[config.mk]
export PLATFORM = sky130hd
export DESIGN_NAME = ascon_bloc_feeder
export DESIGN_NICKNAME = d
export VERILOG_FILES = /design/src/rtl/ascon_bloc_feeder.sv
export SDC_FILE = /design/constraint.sdc
export NUM_CORES = 1
export LEC_CHECK = 0
export ABC_AREA = 0
export CORE_MARGIN = 2
export CORE_UTILIZATION = 51
export DETAILED_ROUTE_END_ITERATION = 16
export PLACE_DENSITY = 0.8
export SLEW_MARGIN = 25
export SYNTH_ARGS = -nofsm -noshare
export SYNTH_HDL_FRONTEND = slang
export SYNTH_SLANG_ARGS = --single-unit
[constraint.sdc]
create_clock -name clock_i -period 1.75 [get_ports clock_i]
set_input_delay 0.2625 -clock clock_i [delete_from_list [all_inputs] [get_ports clock_i]]
set_output_delay 0.2625 -clock clock_i [all_outputs]
set_load 0.005 [all_outputs]
[src/rtl/ascon_bloc_feeder.sv]
`default_nettype none
// ============================================================================
// Module      : ascon_bloc_feeder
// Description : Block-level input sequencer for the ASCON-128 datapath.
//               Buffers host blocks in a 2-entry FIFO, presents them one at a
//               time to the permutation core with a last-block tag, and drives
//               the shared block counter so that it always equals the index of
//               the block currently presented.
// Revision    : 1.0 - initial release
// ============================================================================
module ascon_bloc_feeder #(
    parameter int DATA_W   = 64,
    parameter int MAX_BLOC = 4
) (
    input  logic              clock_i,
    input  logic              resetb_i,
    input  logic              start_i,
    input  logic [DATA_W-1:0] data_i,
    input  logic              data_valid_i,
    input  logic              last_i,
    output logic              data_ready_o,
    output logic [DATA_W-1:0] bloc_o,
    output logic              bloc_valid_o,
    output logic              bloc_last_o,
    input  logic              bloc_ack_i,
    output logic              cpt_en_o,
    output logic              cpt_init_o,
    output logic              done_o,
    output logic              err_o
);

    // FSM encoding
    localparam logic [1:0] ST_IDLE = 2'd0;
    localparam logic [1:0] ST_INIT = 2'd1;
    localparam logic [1:0] ST_RUN  = 2'd2;

    // Beat-count landmarks: index of the final allowed block, and saturation value
    localparam logic [2:0] C_BEAT_LAST = 3'(MAX_BLOC - 1);
    localparam logic [2:0] C_BEAT_MAX  = 3'(MAX_BLOC);

    // Registered state
    logic [1:0]        state_q,   state_d;
    logic [1:0]        occ_q,     occ_d;
    logic              rd_ptr_q,  rd_ptr_d;
    logic              wr_ptr_q,  wr_ptr_d;
    logic [DATA_W-1:0] mem_q [2];
    logic [DATA_W-1:0] mem_d [2];
    logic [1:0]        tag_q,     tag_d;
    logic [2:0]        beat_q,    beat_d;
    logic              tag_acc_q, tag_acc_d;
    logic              err_q,     err_d;
    logic              done_q,    done_d;

    // Handshake decode
    logic              flush;
    logic              push;
    logic              pop;
    logic              head_tag;
    logic              push_tag;

    // Handshake decode: a start outside INIT flushes and overrides any transfer
    always_comb begin
        flush        = start_i && (state_q != ST_INIT);
        data_ready_o = (state_q == ST_RUN) && (occ_q != 2'd2) && !tag_acc_q;
        bloc_valid_o = (occ_q != 2'd0);
        head_tag     = tag_q[rd_ptr_q];
        push         = data_valid_i && data_ready_o && !flush;
        pop          = bloc_ack_i && bloc_valid_o && !flush;
        push_tag     = last_i || (beat_q == C_BEAT_LAST);
    end

    // Core-side outputs: FIFO head, forced to zero when the FIFO is empty
    always_comb begin
        bloc_o      = '0;
        bloc_last_o = 1'b0;
        if (bloc_valid_o) begin
            bloc_o      = mem_q[rd_ptr_q];
            bloc_last_o = head_tag;
        end
    end

    // Counter drive: init pulse in INIT, increment on every untagged pop
    always_comb begin
        cpt_init_o = (state_q == ST_INIT);
        cpt_en_o   = (state_q == ST_INIT) || (pop && !head_tag);
        done_o     = done_q;
        err_o      = err_q;
    end

    // Next-state logic for the FSM
    always_comb begin
        state_d = state_q;
        case (state_q)
            ST_IDLE: if (start_i) state_d = ST_INIT;
            ST_INIT: state_d = ST_RUN;
            ST_RUN: begin
                if (flush) begin
                    state_d = ST_INIT;
                end else if (pop && head_tag) begin
                    state_d = ST_IDLE;
                end
            end
            default: state_d = ST_IDLE;
        endcase
    end

    // Next-state logic for FIFO, beat count and status flags
    always_comb begin
        occ_d     = occ_q;
        rd_ptr_d  = rd_ptr_q;
        wr_ptr_d  = wr_ptr_q;
        mem_d     = mem_q;
        tag_d     = tag_q;
        beat_d    = beat_q;
        tag_acc_d = tag_acc_q;
        err_d     = err_q;
        done_d    = 1'b0;

        if (flush) begin
            occ_d     = 2'd0;
            rd_ptr_d  = 1'b0;
            wr_ptr_d  = 1'b0;
            tag_d     = 2'b00;
            beat_d    = 3'd0;
            tag_acc_d = 1'b0;
            err_d     = 1'b0;
        end else begin
            if (push) begin
                mem_d[wr_ptr_q] = data_i;
                tag_d[wr_ptr_q] = push_tag;
                wr_ptr_d        = ~wr_ptr_q;
                if (beat_q != C_BEAT_MAX) begin
                    beat_d = beat_q + 3'd1;
                end
                if (push_tag) begin
                    tag_acc_d = 1'b1;
                end
                // Block MAX_BLOC arrived without the host marking it last
                if (!last_i && (beat_q == C_BEAT_LAST)) begin
                    err_d = 1'b1;
                end
            end
            if (pop) begin
                rd_ptr_d = ~rd_ptr_q;
                done_d   = head_tag;
            end
            case ({push, pop})
                2'b10:   occ_d = occ_q + 2'd1;
                2'b01:   occ_d = occ_q - 2'd1;
                default: occ_d = occ_q;
            endcase
        end
    end

    // State registers with asynchronous active-low reset
    always_ff @(posedge clock_i or negedge resetb_i) begin
        if (!resetb_i) begin
            state_q   <= ST_IDLE;
            occ_q     <= 2'd0;
            rd_ptr_q  <= 1'b0;
            wr_ptr_q  <= 1'b0;
            mem_q[0]  <= '0;
            mem_q[1]  <= '0;
            tag_q     <= 2'b00;
            beat_q    <= 3'd0;
            tag_acc_q <= 1'b0;
            err_q     <= 1'b0;
            done_q    <= 1'b0;
        end else begin
            state_q   <= state_d;
            occ_q     <= occ_d;
            rd_ptr_q  <= rd_ptr_d;
            wr_ptr_q  <= wr_ptr_d;
            mem_q[0]  <= mem_d[0];
            mem_q[1]  <= mem_d[1];
            tag_q     <= tag_d;
            beat_q    <= beat_d;
            tag_acc_q <= tag_acc_d;
            err_q     <= err_d;
            done_q    <= done_d;
        end
    end

endmodule
`default_nettype wire

==> results of run 1 <==
==> report_power, final <==
group | total, mW | switching, mW | internal (mW)
clock | 3.54 | 1.28 | 2.26
sequential | 4.94 | 0.605 | 4.34
combinational | 3.48 | 1.23 | 2.25
==> cell families (layout without fill, tap and decap cells) <==
logic type | count (synthesis) | in the layout
muxes | 195 | 195
DFF | 142 | 142
and+or+nand+nor | 91 | 91
buffers and inverters | 39 | 234
AOI/OAI and AO/OA | 22 | 22
adders and majority gates | 3 | 3
xor gates and xnor gates | 1 | 1
==> flip-flops by register name, indices dropped and copies added (netlist names) <==
signal,cells
err_o,1
mem_q,128
tag_q,2
beat_q,3
done_o,1
state_q,2
rd_ptr_q,1
occ_q,2
tag_acc_q,1
wr_ptr_q,1
==> worst max-delay path, stage by stage (launching register included) <==
cell,delay (ps)
dfrtp_4,510
buf_12,210
mux2i_1,150
nor2_1,130
clkdlybuf4s50_1,540
==> layout by cell type, fill, tap and decap left out, types with 2 or more instances in the layout <==
| cell | instances |
|---|---|
| buf_4 | 25 |
| dlymetal6s2s_1 | 18 |
| mux2i_1 | 65 |
| nand2_1 | 3 |
| buf_12 | 12 |
| nor2_1 | 69 |
| mux2_4 | 60 |
| ha_1 | 3 |
| dfrtp_1 | 139 |
| clkdlybuf4s50_1 | 104 |
| buf_6 | 8 |
| inv_2 | 2 |
| clkbuf_16 | 23 |
| a21oi_1 | 3 |
| nor2_2 | 3 |
| clkbuf_1 | 3 |
| dfrtp_2 | 2 |
| buf_8 | 3 |
| buf_2 | 4 |
| a311oi_1 | 2 |
| clkbuf_8 | 8 |
| nand2b_4 | 2 |
| clkinv_2 | 2 |
| nor3_1 | 2 |
| a31oi_1 | 3 |
| mux2_2 | 69 |
| inv_1 | 6 |
| clkbuf_2 | 12 |
| o21ai_0 | 6 |
==> layer usage <==
layer	share of wire	global-route usage	vias to the layer above
li1	-	-	2096
met1	0.41	0.275	2419
met2	0.51	0.379	163
met3	0.065	0.0632	28
met4	0.015	0.0856	0
met5	0	0	-
==> layout make-up <==
class | count | area [um^2] | share of cell area
flip-flops and latches | 142 | 3560 | 0.375
multi-input cells | 312 | 3010 | 0.317
repair buffers | 194 | 2080 | 0.219
clock buffers | 28 | 547 | 0.0577
well taps | 172 | 215 | 0.0227
clock inverters | 4 | 47.5 | 0.00501
inverters | 8 | 30.0 | 0.00317
==> worst max-delay path by stage <==
| stage | slack, ps | cells past startpoint | to | startpoint |
|---|---|---|---|---|
| finish | -480 | 4 | bloc_o[51] | rd_ptr_q |
| global route | -530 | 4 | bloc_o[51] | rd_ptr_q |
| CTS | -510 | 4 | bloc_o[34] | rd_ptr_q |
| detailed placement | -210 | 5 | mem_q[7] | data_valid_i |
| global placement | -190 | 5 | mem_q[13] | data_valid_i |
| floorplan | 120 | 6 | mem_q[100] | state_q[0] |
==> what timing repair did <==
item / CTS / global route
resized for setup: 32 / 73
hold buffers: 1 / 0
endpoints found under the setup margin: 104 / 185
endpoints found under the hold margin: 48 / 0
pin swaps: 2 / 3
buffers inserted: 6 / 10
gates cloned: 0 / 8
==> key figures, run 1 <==
Critical path
  • Reg-to-reg endpoint: mem_q[27]
  • Reg2Reg Depth: 4
  • CP Launch Type: register
  • Crit-path max FO: 36
  • Reg-to-Reg Start: tag_acc_q
  • Worst Setup End Kind: output pin
  • WS Path Type: register to output pin
  • CP arrival: 1970 ps
  • Data required, critical path: 1490 ps
  • R2r setup slk: -70 ps

Synth
  • Mean Syn Cell Area: 13.6 um^2
  • Flops & latches, synth: around 140
  • Area contributors post-synth: dfrtp_1 53%, mux2_2 13%, mux2_4 11%, mux2i_1 9.9%, nor2_1 4.1%
  • Synthesized cell area: 6680 um^2
  • Largest family of logic cells by synthesized area: multiplexers
  • Top-area cell type share of the netlist area: 0.532
  • Multiplexer area fraction after synthesis: 0.344
  • Compound-Gate Fraction of Synth Area: 0.0232
  • Top-count cell post-synth: dfrtp_1
  • Synth Area in XOR/XNOR: 0.00131
  • Synth Area in Adders: 0.00562
  • Post-synthesis simple-gate area fraction: 0.0597
  • Post-synth top area cell: dfrtp_1
  • Synth Flop Type: dfrtp_1
  • Synth cell types: 39
  • Yosys warning count: 0
  • Syn_nets: between 500 and 600
  • Synth async-reset ratio: 1.00
  • Fraction of the yosys area taken by sequential cells: 0.532
  • Synthesized instance count: 493
  • EDFF count, synth: 0
  • Commonest cells in the netlist: 142 x dfrtp_1, 80 x mux2_2, 73 x nor2_1, 66 x mux2i_1, 49 x mux2_4

Final layout
  • Fin nets: 748
  • ANT cells: 0
  • Filler cells: 846
  • Finished Layout Cells: 860
  • Final Util: 0.745
  • P&R area growth vs syn: 42.0%
  • Fin area: 9480 um^2
  • Share of layout cells above drive strength 1: 0.355

STA
  • Final Hold Viols: 0
  • Slew @ Worst Pin: 526 ps
  • Setup TNS Final: -22,040 ps
  • Slew HR: 0.650
  • Post-route clock period utilization: 1.28
  • Final setup skew: 7.90 ps
  • Fin crit period: 2230 ps
  • Final Hold Slack: 390 ps
  • Final Setup Violations: 135
  • Final worst slack: -484 ps
  • Count of pins over their slew limit: 0
  • Unrepaired setup endpoints after global routing: true
  • Max Clk Rate: 448 MHz

Placed design
  • Setup WS pre-CTS: -213 ps
  • I/O Buffers: 140
  • Dpl hpwl: slightly below 10 mm
  • # placed instances: around 800
  • Area post-placement: 8450 um^2
  • GPL Wtd Cong: around 0.8

Clock network
  • Clock slew at reported path FFs: 50 ps
  • CTS tree: yes
  • Worst-Skew Late Latency: 420 ps
  • Clock Tree Root: clkbuf_16
  • CTS buffer count: 17
  • CTS H-tree lvls: 4
  • Clk buf depth: 2
  • Clock Sinks: roughly 140

Floorplanning
  • Die H: between 100 and 150 um
  • Die Wd: 118 um
  • Core Box Area: 12,700 um^2
  • Die ar.: around 14,000 um^2
  • Core Rows: 41
  • Initial Util: 0.525
  • I/O Pins: 141

Routing
  • WL final: 16.7 mm
  • Final ANT Viol Nets: 0
  • Via count: 4,706
  • DR WL/cell: 19.4 um
  • Drt via density: 5.47
  • Pre-antenna DRT Iters: 4
  • Drt drc: 0
  • 1st-iter DRT viols: 258

Global route
  • Vias in the first global route: about 5,000
  • Pin count of the biggest net entering global routing: 54
  • Gr usage total: 0.225
  • Global-route wire length before repair: 25.0 mm
  • Initial antenna violation count: 0
  • Congestion Overflow GR: 0

Power
  • Leak: 4.72 nW
  • Final Power: 12.0 mW
  • Max VDD drop: between 700 and 800 uV
  • Power per cell area: 1260 nW/um^2

Status
  • Failing checks: negative setup slack
  • Outcome: complete, but fails checks

Run
  • Maxcap violations: 0

Worst hold path
  • Worst Hold Class: input pin to async pin
Power figures use the tool's default switching activity.
==> run 2: changes to the inputs <==
--- a/config.mk
+++ b/config.mk
@@ -9,6 +9,8 @@
 export CORE_MARGIN = 2
 export CORE_UTILIZATION = 51
 export DETAILED_ROUTE_END_ITERATION = 16
+export GPL_ROUTABILITY_DRIVEN = 0
+export GPL_TIMING_DRIVEN = 0
 export PLACE_DENSITY = 0.8
 export SLEW_MARGIN = 25
 export SYNTH_ARGS = -nofsm -noshare
==> run 2 against run 1 <==
Effect of this change: the flow still finishes with violations (negative setup slack); first-iteration DRC count increased by 17%; fmax is 9.5% higher; die area stayed put; final cell count rose by 5.6%; cell area rose by 10%; critical path type unchanged.
==> key figures, run 2 (same netlist as run 1, synthesis figures left out) <==
Critical path
  • R2r setup slk: -270 ps (-200 ps)
  • CP Launch Type: register
  • Reg2Reg Depth: 6 (+2)
  • Reg-to-Reg Start: tag_acc_q
  • WS Path Type: register to output pin
  • CP arrival: 1780 ps (-190 ps)
  • Crit-path max FO: 7 (-81%)
  • Worst Setup End Kind: output pin
  • Data required, critical path: 1490 ps (about the same)
  • Reg-to-reg endpoint: mem_q[5]

STA
  • Slew @ Worst Pin: 660 ps (+134 ps)
  • Slew HR: 0.558 (-0.0913)
  • Final setup skew: 7.23 ps (-0.676 ps)
  • Fin crit period: 2040 ps (-194 ps)
  • Count of pins over their slew limit: 0 (unchanged)
  • Max Clk Rate: 490 MHz (+9.5%)
  • Final Setup Violations: 183 (+36%)
  • Final Hold Slack: 400 ps (+10.1 ps)
  • Unrepaired setup endpoints after global routing: true
  • Final Hold Viols: 0 (unchanged)
  • Setup TNS Final: -32,140 ps (-10,090 ps)
  • Final worst slack: -290 ps (+194 ps)
  • Post-route clock period utilization: 1.17 (-0.111)

Clock network
  • CTS buffer count: 17 (unchanged)
  • Clock slew at reported path FFs: 60 ps (about the same)
  • Clock Sinks: 142 (unchanged)
  • CTS tree: yes
  • Clock Tree Root: clkbuf_16
  • Clk buf depth: 2 (unchanged)
  • CTS H-tree lvls: 4 (unchanged)
  • Worst-Skew Late Latency: 420 ps (about the same)

Routing
  • Drt via density: 5.59 (+2.1%)
  • Via count: 5,074 (+7.8%)
  • WL final: 21.0 mm (+26%)
  • Final ANT Viol Nets: 0 (unchanged)
  • Drt drc: 0 (unchanged)
  • 1st-iter DRT viols: 301 (+17%)
  • Pre-antenna DRT Iters: 4 (unchanged)
  • DR WL/cell: 23.2 um (+19%)

Worst hold path
  • Worst Hold Class: input pin to async pin

Placed design
  • Setup WS pre-CTS: -868 ps (-655 ps)
  • Dpl hpwl: 10.7 mm (+9.3%)
  • Area post-placement: 8330 um^2 (-1.4%)
  • I/O Buffers: 140 (unchanged)
  • # placed instances: 806 (+0.25%)

Final layout
  • FF+latch area: 3560 um^2 (about the same)
  • Biggest regs: mem_q x128, beat_q x3
  • Share of layout cells above drive strength 1: 0.499 (+0.144)
  • Finished Layout Cells: 908 (+5.6%)
  • Most common cell after layout, fill and taps aside: dfrtp_1
  • P&R area growth vs syn: 56.1%
  • Reg with most FFs: mem_q
  • Filler cells: 690 (-18%)
  • Fin nets: 796 (+6.4%)
  • Final Util: 0.820 (+0.0744)
  • Commonest non-fill, non-tap cells in the layout: 138 x dfrtp_1, 113 x mux2_4, 70 x clkdlybuf4s50_1
  • Fin area: 10,400 um^2 (+10%)
  • Multi-input logic area: 3390 um^2 (+13%)
  • Max reg flops: 128 (unchanged)
  • ANT cells: 0 (unchanged)

Floorplanning
  • Die H: 118 um (unchanged)
  • Core Rows: 41 (unchanged)
  • I/O Pins: 141 (unchanged)
  • Die ar.: 14,000 um^2 (unchanged)
  • Core Box Area: 12,700 um^2 (unchanged)
  • Initial Util: 0.525 (unchanged)
  • Die Wd: 118 um (unchanged)

Global route
  • Pin count of the biggest net entering global routing: 77 (+43%)
  • Vias in the first global route: 5,638 (+12%)
  • Congestion Overflow GR: 0 (unchanged)
  • Gr usage total: 0.299 (+0.0745)
  • Initial antenna violation count: 0 (unchanged)
  • Global-route wire length before repair: 32.0 mm (+28%)

Power
  • Final Power: 13.1 mW (+9.3%)
  • Leak: 5.15 nW (+9.2%)
  • Power per cell area: 1250 nW/um^2 (-0.66%)
  • Max VDD drop: 795 uV (+3.2%)

Status
  • Outcome: complete, but fails checks
  • Failing checks: negative setup slack

Run
  • Maxcap violations: 0 (unchanged)
## run 2: cell types whose count changed in the layout (fill, tap and decap cells not counted), sizes merged
| cell | delta |
|---|---|
| bufinv | +1 |
| dlymetal6s2s | -18 |
| dlygate4sd2 | +1 |
| clkbuf | -9 |
| clkdlybuf4s50 | -34 |
| buf | +107 |
## run 2: area by class of cell
type                    instances  share of cell area
inverters                       8             0.00312
clock buffers                  27              0.0492
multi-input cells             312               0.325
well taps                     172              0.0206
repair buffers                217               0.209
plain buffers                  25              0.0444
clock inverters                 5             0.00744
flip-flops and latches        142               0.341
## run 2: timing repair
action / in CTS / in global routing
setup buffers: 43 / 25
setup endpoints to repair: 190 / 197
hold endpoints to repair: 66 / 0
pin swaps: 34 / 35
gates resized for setup: 457 / 77
hold buffers: 1 / 0
gates cloned: 18 / 0
## run 2: worst max-delay path by stage
| stage | startpoint | to | cells past startpoint |
|---|---|---|---|
| 3_3_place_gp | resetb_i | mem_q[73] | 1 |
| 5_1_grt | occ_q[1] | bloc_o[17] | 7 |
| 4_1_cts | rd_ptr_q | bloc_o[19] | 7 |
| 2_1_floorplan | state_q[0] | mem_q[100] | 6 |
| 3_5_place_dp | occ_q[1] | bloc_o[35] | 5 |
| 6_report | occ_q[1] | bloc_o[17] | 7 |
## run 2: critical path: stages (launching register included)
cell,delay (ps)
dfrtp_2,440
nor2_4,170
clkbuf_16,180
buf_12,120
clkbuf_16,150
buf_8,130
nor2_4,40
buf_2,120
## run 2: routing by layer
layer  global-route usage  vias to the layer above  routed length [um]
li1                     -                     2202                   -
met1                0.363                     2593                8180
met2                0.518                      232               11000
met3               0.0656                       47                1230
met4                0.124                        0                 615
met5                    0                        -                   0
## run 2: where the power goes
part,total (mW),switching [mW],internal (mW),leakage [nW]
clock,3.64,1.35,2.29,0.288
sequential,5.13,0.793,4.34,1.82
combinational,4.30,1.53,2.76,3.05
